[src/rtl/bus_pkg.sv]
// Shared definitions for the bus receive slave: state encoding, bus width and default FIFO depth.
package bus_pkg;
  localparam int BUS_W     = 2;
  localparam int DEPTH_DEF = 4;

  typedef enum logic [1:0] {
    IDLE  = 2'd0,
    GRANT = 2'd1,
    DRAIN = 2'd2
  } state_t;
endpackage

[src/rtl/bus_rx_fifo.sv]
// Show-ahead FIFO for received bus words; holds the storage, pointers and occupancy count.
module bus_rx_fifo
  import bus_pkg::*;
#(
  parameter int DEPTH = DEPTH_DEF
) (
  input  logic                     clk,
  input  logic                     reset,
  input  logic                     push,
  input  logic [BUS_W-1:0]         wr_data,
  input  logic                     pop,
  output logic                     accepted,
  output logic [BUS_W-1:0]         rd_data,
  output logic                     full,
  output logic                     empty,
  output logic [$clog2(DEPTH):0]   count
);
  localparam int AW = $clog2(DEPTH);
  localparam int CW = AW + 1;

  logic [BUS_W-1:0] mem [DEPTH];
  logic [AW-1:0]    wr_ptr;
  logic [AW-1:0]    rd_ptr;
  logic             pop_ok;

  assign full     = (count == CW'(DEPTH));
  assign empty    = (count == '0);
  assign accepted = push & ~full;
  assign pop_ok   = pop & ~empty;
  // Head word is forced to zero when empty so the output is clean out of reset.
  assign rd_data  = empty ? '0 : mem[rd_ptr];

  always_ff @(posedge clk or posedge reset) begin
    if (reset) begin
      wr_ptr <= '0;
      rd_ptr <= '0;
      count  <= '0;
    end else begin
      if (accepted) wr_ptr <= wr_ptr + AW'(1);
      if (pop_ok)   rd_ptr <= rd_ptr + AW'(1);
      case ({accepted, pop_ok})
        2'b10:   count <= count + CW'(1);
        2'b01:   count <= count - CW'(1);
        default: count <= count;
      endcase
    end
  end

  always_ff @(posedge clk) begin
    if (accepted) mem[wr_ptr] <= wr_data;
  end
endmodule

[src/rtl/bus_slave_rx.sv]
// Bus receive slave: grants the upstream master only when every granted word is sure to fit.
// state | meaning
// IDLE  | no grant, nothing in flight
// GRANT | ack issued next cycle, words being requested
// DRAIN | grant withdrawn, waiting for in-flight words to land
module bus_slave_rx
  import bus_pkg::*;
#(
  parameter int DEPTH = DEPTH_DEF
) (
  input  logic                   clk,
  input  logic                   reset,
  input  logic                   req,
  input  logic [BUS_W-1:0]       bus_data,
  input  logic                   rd_en,
  output logic                   ack,
  output logic [BUS_W-1:0]       rd_data,
  output logic                   rd_valid,
  output logic                   full,
  output logic                   empty,
  output logic [$clog2(DEPTH):0] count,
  output logic [7:0]             xfer_cnt
);
  localparam int SW = $clog2(DEPTH) + 2;

  state_t        state;
  state_t        state_nxt;
  logic          ack_q;
  logic          vld_q;
  logic          accepted;
  logic [SW-1:0] occ;
  logic          room_idle;
  logic          room_grant;

  // Committed occupancy: stored words plus words already granted; pops are not credited.
  assign occ        = SW'(count) + SW'(ack_q) + SW'(vld_q);
  assign room_idle  = (occ < SW'(DEPTH));
  assign room_grant = ((occ + SW'(1)) < SW'(DEPTH));

  always_comb begin
    state_nxt = state;
    case (state)
      IDLE:    if (req && room_idle) state_nxt = GRANT;
      GRANT:   if (!req || !room_grant) state_nxt = DRAIN;
      DRAIN: begin
        if (req && room_idle)       state_nxt = GRANT;
        else if (!ack_q && !vld_q)  state_nxt = IDLE;
      end
      default: state_nxt = IDLE;
    endcase
  end

  always_ff @(posedge clk or posedge reset) begin
    if (reset) begin
      state    <= IDLE;
      ack_q    <= 1'b0;
      vld_q    <= 1'b0;
      xfer_cnt <= '0;
    end else begin
      state <= state_nxt;
      ack_q <= (state == GRANT);
      vld_q <= ack_q;
      if (accepted) xfer_cnt <= xfer_cnt + 8'd1;
    end
  end

  assign ack      = ack_q;
  assign rd_valid = ~empty;

  bus_rx_fifo #(.DEPTH(DEPTH)) u_fifo (
    .clk      (clk),
    .reset    (reset),
    .push     (vld_q),
    .wr_data  (bus_data),
    .pop      (rd_en),
    .accepted (accepted),
    .rd_data  (rd_data),
    .full     (full),
    .empty    (empty),
    .count    (count)
  );
endmodule

[config.mk]
export PLATFORM = sky130hd
export DESIGN_NAME = bus_slave_rx
export DESIGN_NICKNAME = d
export VERILOG_FILES = /design/src/rtl/bus_pkg.sv /design/src/rtl/bus_rx_fifo.sv /design/src/rtl/bus_slave_rx.sv
export SDC_FILE = /design/constraint.sdc
export NUM_CORES = 1
export LEC_CHECK = 0
export ABC_CLOCK_PERIOD_IN_PS = 5890
export CAP_MARGIN = 20
export CORE_UTILIZATION = 45
export CTS_CLUSTER_SIZE = 12
export DETAILED_ROUTE_END_ITERATION = 8
export PLACE_DENSITY = 0.79
export REMOVE_ABC_BUFFERS = 1
export SLEW_MARGIN = 5
export SYNTH_ARGS = -nofsm -noshare
export SYNTH_HDL_FRONTEND = slang
export SYNTH_SLANG_ARGS = --single-unit
export TNS_END_PERCENT = 10
[constraint.sdc]
create_clock -name clk -period 5.89 [get_ports clk]
set_clock_uncertainty 0.2 [all_clocks]
set_input_delay 1.4725 -clock clk [delete_from_list [all_inputs] [get_ports clk]]
set_output_delay 1.4725 -clock clk [all_outputs]
set_load 0.01 [all_outputs]
==> Flow_metrics.wiki, run 1 <==
{| class="wikitable"
! Metric !! Value
|-
| Initial antenna violation count || 0
|-
| Share of the cycle needed by the critical path after routing || between 60% and 70%
|-
| Total detailed-routing wirelength || 2150 µm
|-
| Synthesized area per cell || ~13 µm²
|-
| Total global routing track utilization || about 15%
|-
| Power density relative to cell area || ~500 nW/µm²
|-
| Buffers added on ports || 22
|-
| Area of all placed cells without fillers || about 1600 µm²
|-
| Utilization after layout || a little under 60%
|-
| Origin of the critical flop-to-flop path || u_fifo.count[0]
|-
| Total number of clock tree sinks || 27
|-
| Fill cell instance count of the final layout || 236
|-
| Max Slew Vio Count || 0
|-
| Outcome || finished, final reports clean
|-
| Switching power share of the total || a little under two fifths
|-
| Sequential fraction of the synthesis area || a little over half
|-
| H-tree levels || 1
|-
| Time the worst path needs with I/O delays and setup || around 3600 ps
|-
| TritonCTS buffer count || 3
|-
| Total cell area at the placement stage || approximately 1600 µm²
|-
| Vias in the first global route || 840
|-
| Unrepaired setup endpoints after global routing || no
|-
| Netlist area before placement || between 1000 and 1500 µm²
|-
| Instance count along the most critical hold path || 0
|-
| Hold Worst Slack || ~290 ps
|-
| Area occupied by registers || a little over 700 µm²
|-
| Max VDD drop || approximately 0.00038 V
|-
| Post-CTS Hold Fix Bufs || 0
|-
| Timing-limited maximum frequency || 275 MHz
|-
| Number of diodes || 0
|-
| Number of cells on the worst reg-to-reg path || 6
|-
| Die area || 3180 µm²
|-
| Multi-input gate area || roughly 550 µm²
|-
| Effective utilization at floorplan || between 40% and 50%
|-
| Initial DRC count || 19
|-
| Type of element launching the critical path || flop
|-
| Power spent charging and discharging nets || around 300 µW
|-
| Proportion of power drawn by the clock network || a little over 10%
|-
| Maximum number of buffers from clock root to sink || 2
|-
| Relative slew slack || approximately 50%
|-
| R2R Setup Slk || around 3500 ps
|-
| Share of total power in sequential cells || between 40% and 50%
|-
| Critical Path Fanout Max || 4
|-
| Antenna viol nets, final || 0
|-
| Height of the die || between 50 and 60 µm
|-
| Post-detail-place hpwl || 1650 µm
|-
| Leading cell types in the layout, fill and taps excluded || sky130_fd_sc_hd__clkdlybuf4s50_1, sky130_fd_sc_hd__dfrtp_1, sky130_fd_sc_hd__inv_1, sky130_fd_sc_hd__xnor2_1, sky130_fd_sc_hd__edfxtp_1
|-
| Total iterations of the first detailed-routing run || 3
|-
| Final Hold Violating Endpoints || 0
|-
| DRC violation count after routing || 0
|-
| Net count, final || about 140
|-
| Critical path data required time || between 4000 and 5000 ps
|-
| Total gr overflow || 0
|-
| Total leakage power || approximately 0.00068 µW
|-
| Num rows || 19
|-
| Syn Inst Count || around 100
|-
| Tightest Hold Check Type || flop to flop
|-
| Wire length of the first global-routing pass || between 3000 and 4000 µm
|-
| Synth Register Bits || 27
|-
| Cell Int Power || around 500 µW
|-
| Clk Latency, worst-skew pair || between 300 and 400 ps
|-
| Die Width || between 50 and 60 µm
|-
| Synth unique cells || 31
|-
| Total setup violations reported at the end of the flow || 0
|-
| Ys Warns || 0
|-
| Clock-pin transition on the worst setup and hold timing paths || 140 ps
|-
| Clock Tree Root || sky130_fd_sc_hd__clkbuf_4
|-
| Total of cells resized after clock tree synthesis || 0
|-
| Data arrival time of the critical path || around 2000 ps
|-
| Hold Crit Start || ack
|-
| Worst setup EP type || output pin
|-
| Max Cap Violations || 0
|-
| Post-CTS setup buffer count || 0
|-
| Maximum number of pins on one net before global-route repair || 20
|-
| P&R area growth vs syn || 20.6%
|-
| Share of power burned in combinational logic || 49.0%
|-
| Setup TNS || 0 ps
|-
| GPL Wtd Cong || slightly above 0.8
|-
| Actual transition at the worst max-transition pin || ~730 ps
|-
| Start-to-end type of the worst setup path || flop to output pin
|-
| Most common cell after layout, fill and taps aside || sky130_fd_sc_hd__clkdlybuf4s50_1
|-
| Drt via density || around 5.3
|-
| TritonCTS clock tree || yes
|-
| Destination of the worst hold path || vld_q
|-
| Critical R2R Capture || state[1]
|-
| Average detailed-routed wire length per instance || between 10 and 15 µm
|-
| Boundary Pins || 23
|-
| Vias after detailed routing || between 800 and 900
|-
| Placeable core region || 2780 µm²
|-
| Fraction of final layout cells with drive strength greater than 1 || between 10% and 20%
|}
## power by group through the flow
stage                     clock (µW)  sequential, µW  combinational (µW)
after CTS                       84.4             327                 393
final                           80.5             326                 391
after detailed placement           0             330                 389
after global routing            92.5             336                 435
after global placement             0             327                 372
after floorplan                    0             329                 235
## cell type report
cell class,count,share of cell area (%)
multi-input combinational,63,34.3
inverter,11,2.57
clock buffer,3,1.40
clock inverter,1,0.468
sequential,27,44.6
timing repair buffer,23,14.2
tap,31,2.42
## state kept, by name (all words and copies together), names as in the netlist
name / cells
state: 2
u_fifo.wr_ptr: 2
xfer_cnt: 8
vld_q: 1
u_fifo.rd_ptr: 2
ack: 1
u_fifo.mem: 8
u_fifo.count: 3
## worst max path at each step
| stage | startpoint | end | slack (ps) | depth (start not counted) |
|---|---|---|---|---|
| 2_1_floorplan | rd_en | u_fifo.count[2] | 3050 | 7 |
| 3_3_place_gp | rd_en | u_fifo.count[2] | 2550 | 8 |
| 3_5_place_dp | rd_en | u_fifo.count[2] | 2470 | 8 |
| 4_1_cts | u_fifo.rd_ptr[0] | rd_data[0] | 2230 | 3 |
| 5_1_grt | u_fifo.rd_ptr[0] | rd_data[0] | 2170 | 3 |
| 6_report | u_fifo.rd_ptr[0] | rd_data[0] | 2250 | 3 |
## metal layers
layer	part of all wire [%]	track usage, %	vias up
met4	1.6	6.27	0
met5	0	0	-
met2	52	27.2	18
li1	-	-	400
met3	4.0	3.00	5
met1	42	16.7	415
## Yosys cell counts (all sizes together)
cell type	number	area share, %
dfrtp	19	36
inv	11	3.1
xnor2	9	5.9
and2	8	4.0
edfxtp	8	18
ha	7	6.6
nand2	6	1.7
nand4	5	2.4
xor2	4	2.6
a21oi	2	0.75
and3	2	0.94
buf	2	1.7
fa	2	3.0
mux4	2	3.4
nor2	2	0.56
a211oi	1	0.56
a21o	1	0.56
mux2	1	0.85
mux2i	1	0.75
nand2b	1	0.47
nor2b	1	0.47
nor3b	1	0.94
o211ai	1	0.56
o21a	1	0.56
o21ai	1	0.38
o221ai	1	0.66
o22ai	1	0.94
or3	1	0.85
or4b	1	1.0
## stage by stage
stage | worst slack (ps) | power (µW) | std cells
floorplan | 3050 | 564 | 101
global placement | 2550 | 698 | 154
detailed placement | 2470 | 719 | 154
CTS | 2230 | 804 | 158
global route | 2170 | 864 | 159
finish | 2250 | 798 | 159
## worst max-delay path: stages, from the launching register on
cell and delay (ps):
sky130_fd_sc_hd__dfrtp_1 480, sky130_fd_sc_hd__mux4_2 510, sky130_fd_sc_hd__and2_1 170, sky130_fd_sc_hd__clkdlybuf4s50_1 480
## logic make-up (layout without fill, tap and decap cells)
kind of cell / after synthesis / after routing / share of synthesized area, %
AND/OR/NAND/NOR: 28 / 28 / 13.3
AO/OA/AOI/OAI: 9 / 9 / 4.99
XOR/XNOR: 13 / 13 / 8.56
adder cells (fa/ha/maj): 9 / 9 / 9.60
buffers and inverters: 13 / 38 / 4.80
multiplexers: 4 / 4 / 4.99
flip-flops: 27 / 27 / 53.8
Note: power is estimated with default switching activity, not from simulation.
==> run 2: changes to the inputs <==
--- a/config.mk
+++ b/config.mk
@@ -5,12 +5,12 @@
 export SDC_FILE = /design/constraint.sdc
 export NUM_CORES = 1
 export LEC_CHECK = 0
-export ABC_CLOCK_PERIOD_IN_PS = 5890
+export ABC_CLOCK_PERIOD_IN_PS = 3300
 export CAP_MARGIN = 20
 export CORE_UTILIZATION = 45
 export CTS_CLUSTER_SIZE = 12
 export DETAILED_ROUTE_END_ITERATION = 8
-export PLACE_DENSITY = 0.79
+export PLACE_DENSITY = 0.81
 export REMOVE_ABC_BUFFERS = 1
 export SLEW_MARGIN = 5
 export SYNTH_ARGS = -nofsm -noshare
==> constraint.sdc (replaced) <==
create_clock -name clk -period 3.3 [get_ports clk]
set_clock_uncertainty 0.2 [all_clocks]
set_input_delay 0.825 -clock clk [delete_from_list [all_inputs] [get_ports clk]]
set_output_delay 0.825 -clock clk [all_outputs]
set_load 0.01 [all_outputs]
==> run 2 against run 1 <==
Against the previous run: non-clock buffer count is the same; register-to-register slack got worse by 2600 ps; worst setup slack got worse by 1900 ps; first-iteration DRC count up 21%; sequential power grew 80%; utilization down 0.13 points; worst hold slack gained 4.9 ps; global-route usage grew 0.90 points; highest routed layer unchanged.
==> Flow_metrics.wiki, run 2 (synthesis results as in run 1) <==
{| class="wikitable"
! Metric !! Value
|-
| Outcome || finished, final reports clean
|-
| Clock-pin transition on the worst setup and hold timing paths || 140 ps (about the same)
|-
| P&R area growth vs syn || 20.3%
|-
| Number of diodes || 0 (unchanged)
|-
| Height of the die || 56.4 µm (unchanged)
|-
| Post-detail-place hpwl || 1680 µm (+1.9%)
|-
| Setup TNS || 0 ps (unchanged)
|-
| Fraction of final layout cells with drive strength greater than 1 || 9.38% (-0.78 points)
|-
| TritonCTS buffer count || 3 (unchanged)
|-
| Fin worst setup slack || 337 ps (-1920 ps)
|-
| Max Slew Vio Count || 0 (unchanged)
|-
| Critical Path Fanout Max || 4 (unchanged)
|-
| Start-to-end type of the worst setup path || flop to output pin
|-
| Initial DRC count || 23 (+4)
|-
| Average detailed-routed wire length per instance || 14.1 µm (+4.6%)
|-
| Die Width || 56.4 µm (unchanged)
|-
| Total number of clock tree sinks || 27 (unchanged)
|-
| Time the worst path needs with I/O delays and setup || 2960 ps
|-
| Drt via density || 5.11 (-3.0%)
|-
| Clock Tree Root || sky130_fd_sc_hd__clkbuf_4
|-
| Critical path data required time || 2270 ps (-1950 ps)
|-
| Clk Latency, worst-skew pair || 310 ps (about the same)
|-
| Post-CTS setup buffer count || 0 (unchanged)
|-
| Timing-limited maximum frequency || between 300 and 400 MHz
|-
| Power density relative to cell area || 892 nW/µm² (+79%)
|-
| Leading cell types in the layout, fill and taps excluded || sky130_fd_sc_hd__clkdlybuf4s50_1, sky130_fd_sc_hd__dfrtp_1, sky130_fd_sc_hd__inv_1, sky130_fd_sc_hd__xnor2_1, sky130_fd_sc_hd__edfxtp_1
|-
| Largest stage delay, worst path || 520 ps (about the same)
|-
| Actual transition at the worst max-transition pin || 709 ps (-19.4 ps)
|-
| Total iterations of the first detailed-routing run || 4 (+1)
|-
| Most common cell after layout, fill and taps aside || sky130_fd_sc_hd__clkdlybuf4s50_1
|-
| Relative slew slack || 52.7% (+1.3 points)
|-
| Share of the cycle needed by the critical path after routing || 89.8%
|-
| Utilization after layout || 57.5% (-0.13 points)
|-
| Number of standard cells in the final layout excluding fillers || 159 (unchanged)
|-
| Num rows || 19 (unchanged)
|-
| Ordered list of cells on the worst path || mux4_2 > and2_1 > clkdlybuf4s50_1
|-
| Slowest cell on the critical path || sky130_fd_sc_hd__mux4_2
|-
| Total gr overflow || 0 (unchanged)
|-
| Tightest Hold Check Type || flop to flop
|-
| GPL Wtd Cong || 0.752 (-8.6%)
|-
| TritonCTS clock tree || yes
|-
| Net count, final || 144 (unchanged)
|-
| Data arrival time of the critical path || 1940 ps (-20 ps)
|-
| Buffers added on ports || 22 (unchanged)
|-
| Placeable core region || 2780 µm² (unchanged)
|-
| Registers with the most flip-flops || u_fifo.mem (8), xfer_cnt (8), u_fifo.count (3)
|-
| Type of element launching the critical path || flop
|-
| H-tree levels || 1 (unchanged)
|-
| Number of cells after detailed placement || 155 (+0.65%)
|-
| Count of buffer and inverter cells on the critical path || 1 (unchanged)
|-
| Final Hold Violating Endpoints || 0 (unchanged)
|-
| Vias after detailed routing || 813 (-3.0%)
|-
| Boundary Pins || 23 (unchanged)
|-
| Post-CTS Hold Fix Bufs || 0 (unchanged)
|-
| DRC violation count after routing || 0 (unchanged)
|-
| Unrepaired setup endpoints after global routing || no
|-
| Die area || 3180 µm² (unchanged)
|-
| Max VDD drop || 0.000559 V (+47%)
|-
| Gate family responsible for the most delay along the worst path || multiplexers
|-
| Total detailed-routing wirelength || 2250 µm (+4.6%)
|-
| Antenna viol nets, final || 0 (unchanged)
|-
| Max Cap Violations || 0 (unchanged)
|-
| Post-placement setup slack || 548 ps (-1920 ps)
|-
| Maximum number of buffers from clock root to sink || 2 (unchanged)
|-
| Total setup violations reported at the end of the flow || 0 (unchanged)
|-
| Total global routing track utilization || 15.8% (+0.90 points)
|-
| Initial antenna violation count || 0 (unchanged)
|-
| Total of cells resized after clock tree synthesis || 0 (unchanged)
|-
| Overall Power || 1430 µW (+79%)
|-
| Effective utilization at floorplan || 47.8% (unchanged)
|-
| Worst setup EP type || output pin
|-
| Total leakage power || 0.000684 µW (+0.15%)
|-
| Vias in the first global route || 892 (+6.2%)
|-
| Maximum number of pins on one net before global-route repair || 20 (unchanged)
|-
| Wire length of the first global-routing pass || 3850 µm (+6.9%)
|}
## run 2: cell types whose count changed in the layout (fill, tap and decap cells not counted)
| cell | previous run | this run |
|---|---|---|
| sky130_fd_sc_hd__clkbuf_1 | 0 | 1 |
| sky130_fd_sc_hd__clkinvlp_4 | 1 | 0 |
## run 2: final cells by class
| type | instances | area (µm²) |
|---|---|---|
| clock buffers | 4 | 26.3 |
| fillers | 242 | 1180 |
| inverters | 11 | 41.3 |
| multi-input cells | 63 | 551 |
| flip-flops and latches | 27 | 716 |
| well taps | 31 | 38.8 |
| repair buffers | 23 | 228 |
## run 2: path summary, 6_finish.rpt
check	from	endpoint	slack (ps)	depth (start not counted)
max	u_fifo.rd_ptr[0]	rd_data[1]	340	3
min	ack	vld_q	300	0
max reg2reg	u_fifo.count[0]	state[1]	890	6
min reg2reg	ack	vld_q	300	0
max in group asynchronous	reset	u_fifo.rd_ptr[0]	1750	2
min in group asynchronous	reset	xfer_cnt[7]	700	2
## run 2: through the flow
stage,hold slack (ps),area [µm²]
final,298,1600
after global routing,322,1600
after CTS,300,1600
after detailed placement,272,1570
after global placement,257,1570
after floorplan,281,1310
## run 2: worst reg2reg max path: stages, from the launching register on
cell and delay (ps):
sky130_fd_sc_hd__dfrtp_1 500, sky130_fd_sc_hd__fa_1 460, sky130_fd_sc_hd__ha_1 340, sky130_fd_sc_hd__nand2_1 70
sky130_fd_sc_hd__or4b_4 530, sky130_fd_sc_hd__nand2_1 80, sky130_fd_sc_hd__o221ai_1 120
## run 2: per-layer routing
metal	part of all wire, %	vias to the layer above	track usage (%)
li1	-	402	-
met1	45	393	19.7
met2	52	16	27.0
met3	2.7	2	2.53
met4	0.84	0	6.97
met5	0	-	0
## run 2: where the power goes
| group | internal, µW | switching (µW) |
|---|---|---|
| Sequential | 454 | 133 |
| Combinational | 387 | 315 |
| Clock | 47.2 | 91.0 |
==> run 3: changes to the inputs <==
--- a/config.mk
+++ b/config.mk
@@ -5,12 +5,12 @@
 export SDC_FILE = /design/constraint.sdc
 export NUM_CORES = 1
 export LEC_CHECK = 0
-export ABC_CLOCK_PERIOD_IN_PS = 3300
-export CAP_MARGIN = 20
+export ABC_CLOCK_PERIOD_IN_PS = 2800
+export CAP_MARGIN = 0
 export CORE_UTILIZATION = 45
 export CTS_CLUSTER_SIZE = 12
 export DETAILED_ROUTE_END_ITERATION = 8
-export PLACE_DENSITY = 0.81
+export PLACE_DENSITY = 0.79
 export REMOVE_ABC_BUFFERS = 1
 export SLEW_MARGIN = 5
 export SYNTH_ARGS = -nofsm -noshare
==> constraint.sdc (replaced) <==
create_clock -name clk -period 2.8 [get_ports clk]
set_clock_uncertainty 0.2 [all_clocks]
set_input_delay 0.7 -clock clk [delete_from_list [all_inputs] [get_ports clk]]
set_output_delay 0.7 -clock clk [all_outputs]
set_load 0.05 [all_outputs]
==> run 3 against run 2 <==
Against the previous run: non-clock buffer count is the same; register-to-register slack worse by 430 ps; first-iteration DRC count shrank 39%; highest routed layer unchanged; critical endpoint is now rd_valid; routed wire length is 7.6% lower.
==> Flow_metrics.wiki, run 3 (synthesis results as in run 1) <==
{| class="wikitable"
! Metric !! Value
|-
| Max Slew Vio Count || 0 (unchanged)
|-
| Hold Worst Slack || 283 ps (-14.2 ps)
|-
| TritonCTS clock tree || yes
|-
| DRC violation count after routing || 0 (unchanged)
|-
| Boundary Pins || 23 (unchanged)
|-
| Wire length of the first global-routing pass || 3730 µm (-3.1%)
|-
| Most common cell after layout, fill and taps aside || sky130_fd_sc_hd__dfrtp_1
|-
| Vias in the first global route || 866 (-2.9%)
|-
| Post-CTS Hold Fix Bufs || 0 (unchanged)
|-
| Post-placement setup slack || 135 ps (-413 ps)
|-
| Clock Tree Root || sky130_fd_sc_hd__clkbuf_4
|-
| Num rows || 19 (unchanged)
|-
| Unrepaired setup endpoints after global routing || no
|-
| Maximum number of buffers from clock root to sink || 2 (unchanged)
|-
| Fill cell instance count of the final layout || 233 (-3.7%)
|-
| Number of diodes || 0 (unchanged)
|-
| Timing-limited maximum frequency || a little under 400 MHz
|-
| Number of cells after detailed placement || 155 (unchanged)
|-
| Final Hold Violating Endpoints || 0 (unchanged)
|-
| Actual transition at the worst max-transition pin || 717 ps (+8.16 ps)
|-
| Die area || 3180 µm² (unchanged)
|-
| Die Width || 56.4 µm (unchanged)
|-
| R2R Setup Slk || 460 ps (-430 ps)
|-
| Total number of clock tree sinks || 27 (unchanged)
|-
| Fraction of final layout cells with drive strength greater than 1 || 12.5% (+3.1 points)
|-
| TritonCTS buffer count || 3 (unchanged)
|-
| Worst setup EP type || output pin
|-
| Maximum number of pins on one net before global-route repair || 20 (unchanged)
|-
| Largest stage delay, worst path || 480 ps (-40 ps)
|-
| Tightest Hold Check Type || flop to flop
|-
| Share of the cycle needed by the critical path after routing || about nine tenths
|-
| Start-to-end type of the worst setup path || flop to output pin
|-
| Height of the die || 56.4 µm (unchanged)
|-
| Antenna viol nets, final || 0 (unchanged)
|-
| H-tree levels || 1 (unchanged)
|-
| Type of element launching the critical path || flop
|-
| Outcome || finished, final reports clean
|-
| GPL Wtd Cong || 0.832 (+11%)
|-
| Total global routing track utilization || 15.1% (-0.68 points)
|-
| Clk Latency, worst-skew pair || 310 ps (about the same)
|-
| Destination of the worst hold path || xfer_cnt[7]
|-
| Drt via density || 5.09 (-0.49%)
|-
| Max Cap Violations || 0 (unchanged)
|-
| Placeable core region || 2780 µm² (unchanged)
|-
| Post-detail-place hpwl || 1630 µm (-3.1%)
|-
| Leading cell types in the layout, fill and taps excluded || sky130_fd_sc_hd__dfrtp_1, sky130_fd_sc_hd__clkdlybuf4s50_1, sky130_fd_sc_hd__inv_1, sky130_fd_sc_hd__xnor2_1, sky130_fd_sc_hd__edfxtp_1
|-
| Critical Path Fanout Max || 6 (+2)
|-
| Effective utilization at floorplan || 47.8% (unchanged)
|-
| Slowest cell on the critical path || sky130_fd_sc_hd__dfrtp_1
|-
| Number of cells on the worst reg-to-reg path || 6 (unchanged)
|-
| Number of standard cells in the final layout excluding fillers || 159 (unchanged)
|-
| Initial DRC count || 14 (-39%)
|-
| Ordered list of cells on the worst path || or3_4 > dlygate4sd2_1
|-
| Data arrival time of the critical path || 1660 ps (-280 ps)
|-
| Net count, final || 144 (unchanged)
|-
| Origin of the critical flop-to-flop path || u_fifo.count[0]
|-
| Registers with the most flip-flops || u_fifo.mem (8), xfer_cnt (8), u_fifo.count (3)
|-
| Clock-pin transition on the worst setup and hold timing paths || 130 ps (about the same)
|-
| Instance count along the most critical hold path || 1 (+1)
|-
| Critical R2R Capture || state[1]
|-
| Utilization after layout || 57.1% (-0.40 points)
|-
| Buffers added on ports || 22 (unchanged)
|-
| Hold Crit Start || xfer_cnt[7]
|-
| Total iterations of the first detailed-routing run || 4 (unchanged)
|-
| Vias after detailed routing || 809 (-0.49%)
|-
| Average detailed-routed wire length per instance || 13.1 µm (-7.6%)
|-
| Initial antenna violation count || 0 (unchanged)
|-
| Total setup violations reported at the end of the flow || 0 (unchanged)
|-
| Total detailed-routing wirelength || 2080 µm (-7.6%)
|-
| Time the worst path needs with I/O delays and setup || 2560 ps
|-
| P&R area growth vs syn || 19.5%
|-
| Fin worst setup slack || 243 ps (-93.8 ps)
|-
| Total gr overflow || 0 (unchanged)
|-
| Relative slew slack || 52.1% (-0.54 points)
|-
| Critical path data required time || 1900 ps (-370 ps)
|}
==> run 3: worst max-delay path by stage <==
stage / to / depth (start not counted) / from / slack, ps
after global routing: count[0] / 1 / u_fifo.count[0] / 160
after global placement: u_fifo.count[2] / 8 / rd_en / 240
after detailed placement: u_fifo.count[2] / 8 / rd_en / 140
final: rd_valid / 2 / u_fifo.count[0] / 240
after floorplan: u_fifo.count[2] / 9 / u_fifo.count[2] / -420
after CTS: rd_valid / 2 / u_fifo.count[0] / 220
==> run 3: repair_timing <==
| action | 4_1_cts | 5_1_grt |
|---|---|---|
| endpoints found under the setup margin | 1 | 0 |
| setup buffers | 0 | 0 |
| gates resized for setup | 1 | 0 |
==> run 3: through the flow <==
stage | TNS (ps) | cell area [µm²]
final | 0 | 1590
after global routing | 0 | 1590
after CTS | 0 | 1590
after detailed placement | 0 | 1560
after global placement | 0 | 1560
after floorplan | -662 | 1310
==> run 3: final cells by class <==
cell class / instances / area, µm² / area share (%)
sequential: 27 / 716 / 45.0
multi-input combinational: 63 / 551 / 34.6
timing repair buffer: 23 / 216 / 13.6
inverter: 11 / 41.3 / 2.60
tap: 31 / 38.8 / 2.44
clock buffer: 4 / 26.3 / 1.65
==> run 3: critical path, delay by kind of cell, from the launching register on <==
| kind | cells | cell delay, ps |
|---|---|---|
| buffers and inverters | 1 | 430 |
| and+or+nand+nor | 1 | 440 |
| DFF | 1 | 480 |
==> run 3: per-layer routing <==
layer	up-vias	wire (µm)	track usage, %
met2	15	1080	26.7
met1	388	918	18.8
met4	0	19	4.18
li1	404	-	-
met3	2	57	3.00
met5	-	0	0
Power of run 3 is not shown: default switching activity piles up to over one toggle a cycle in this logic, so the estimate is an artifact.
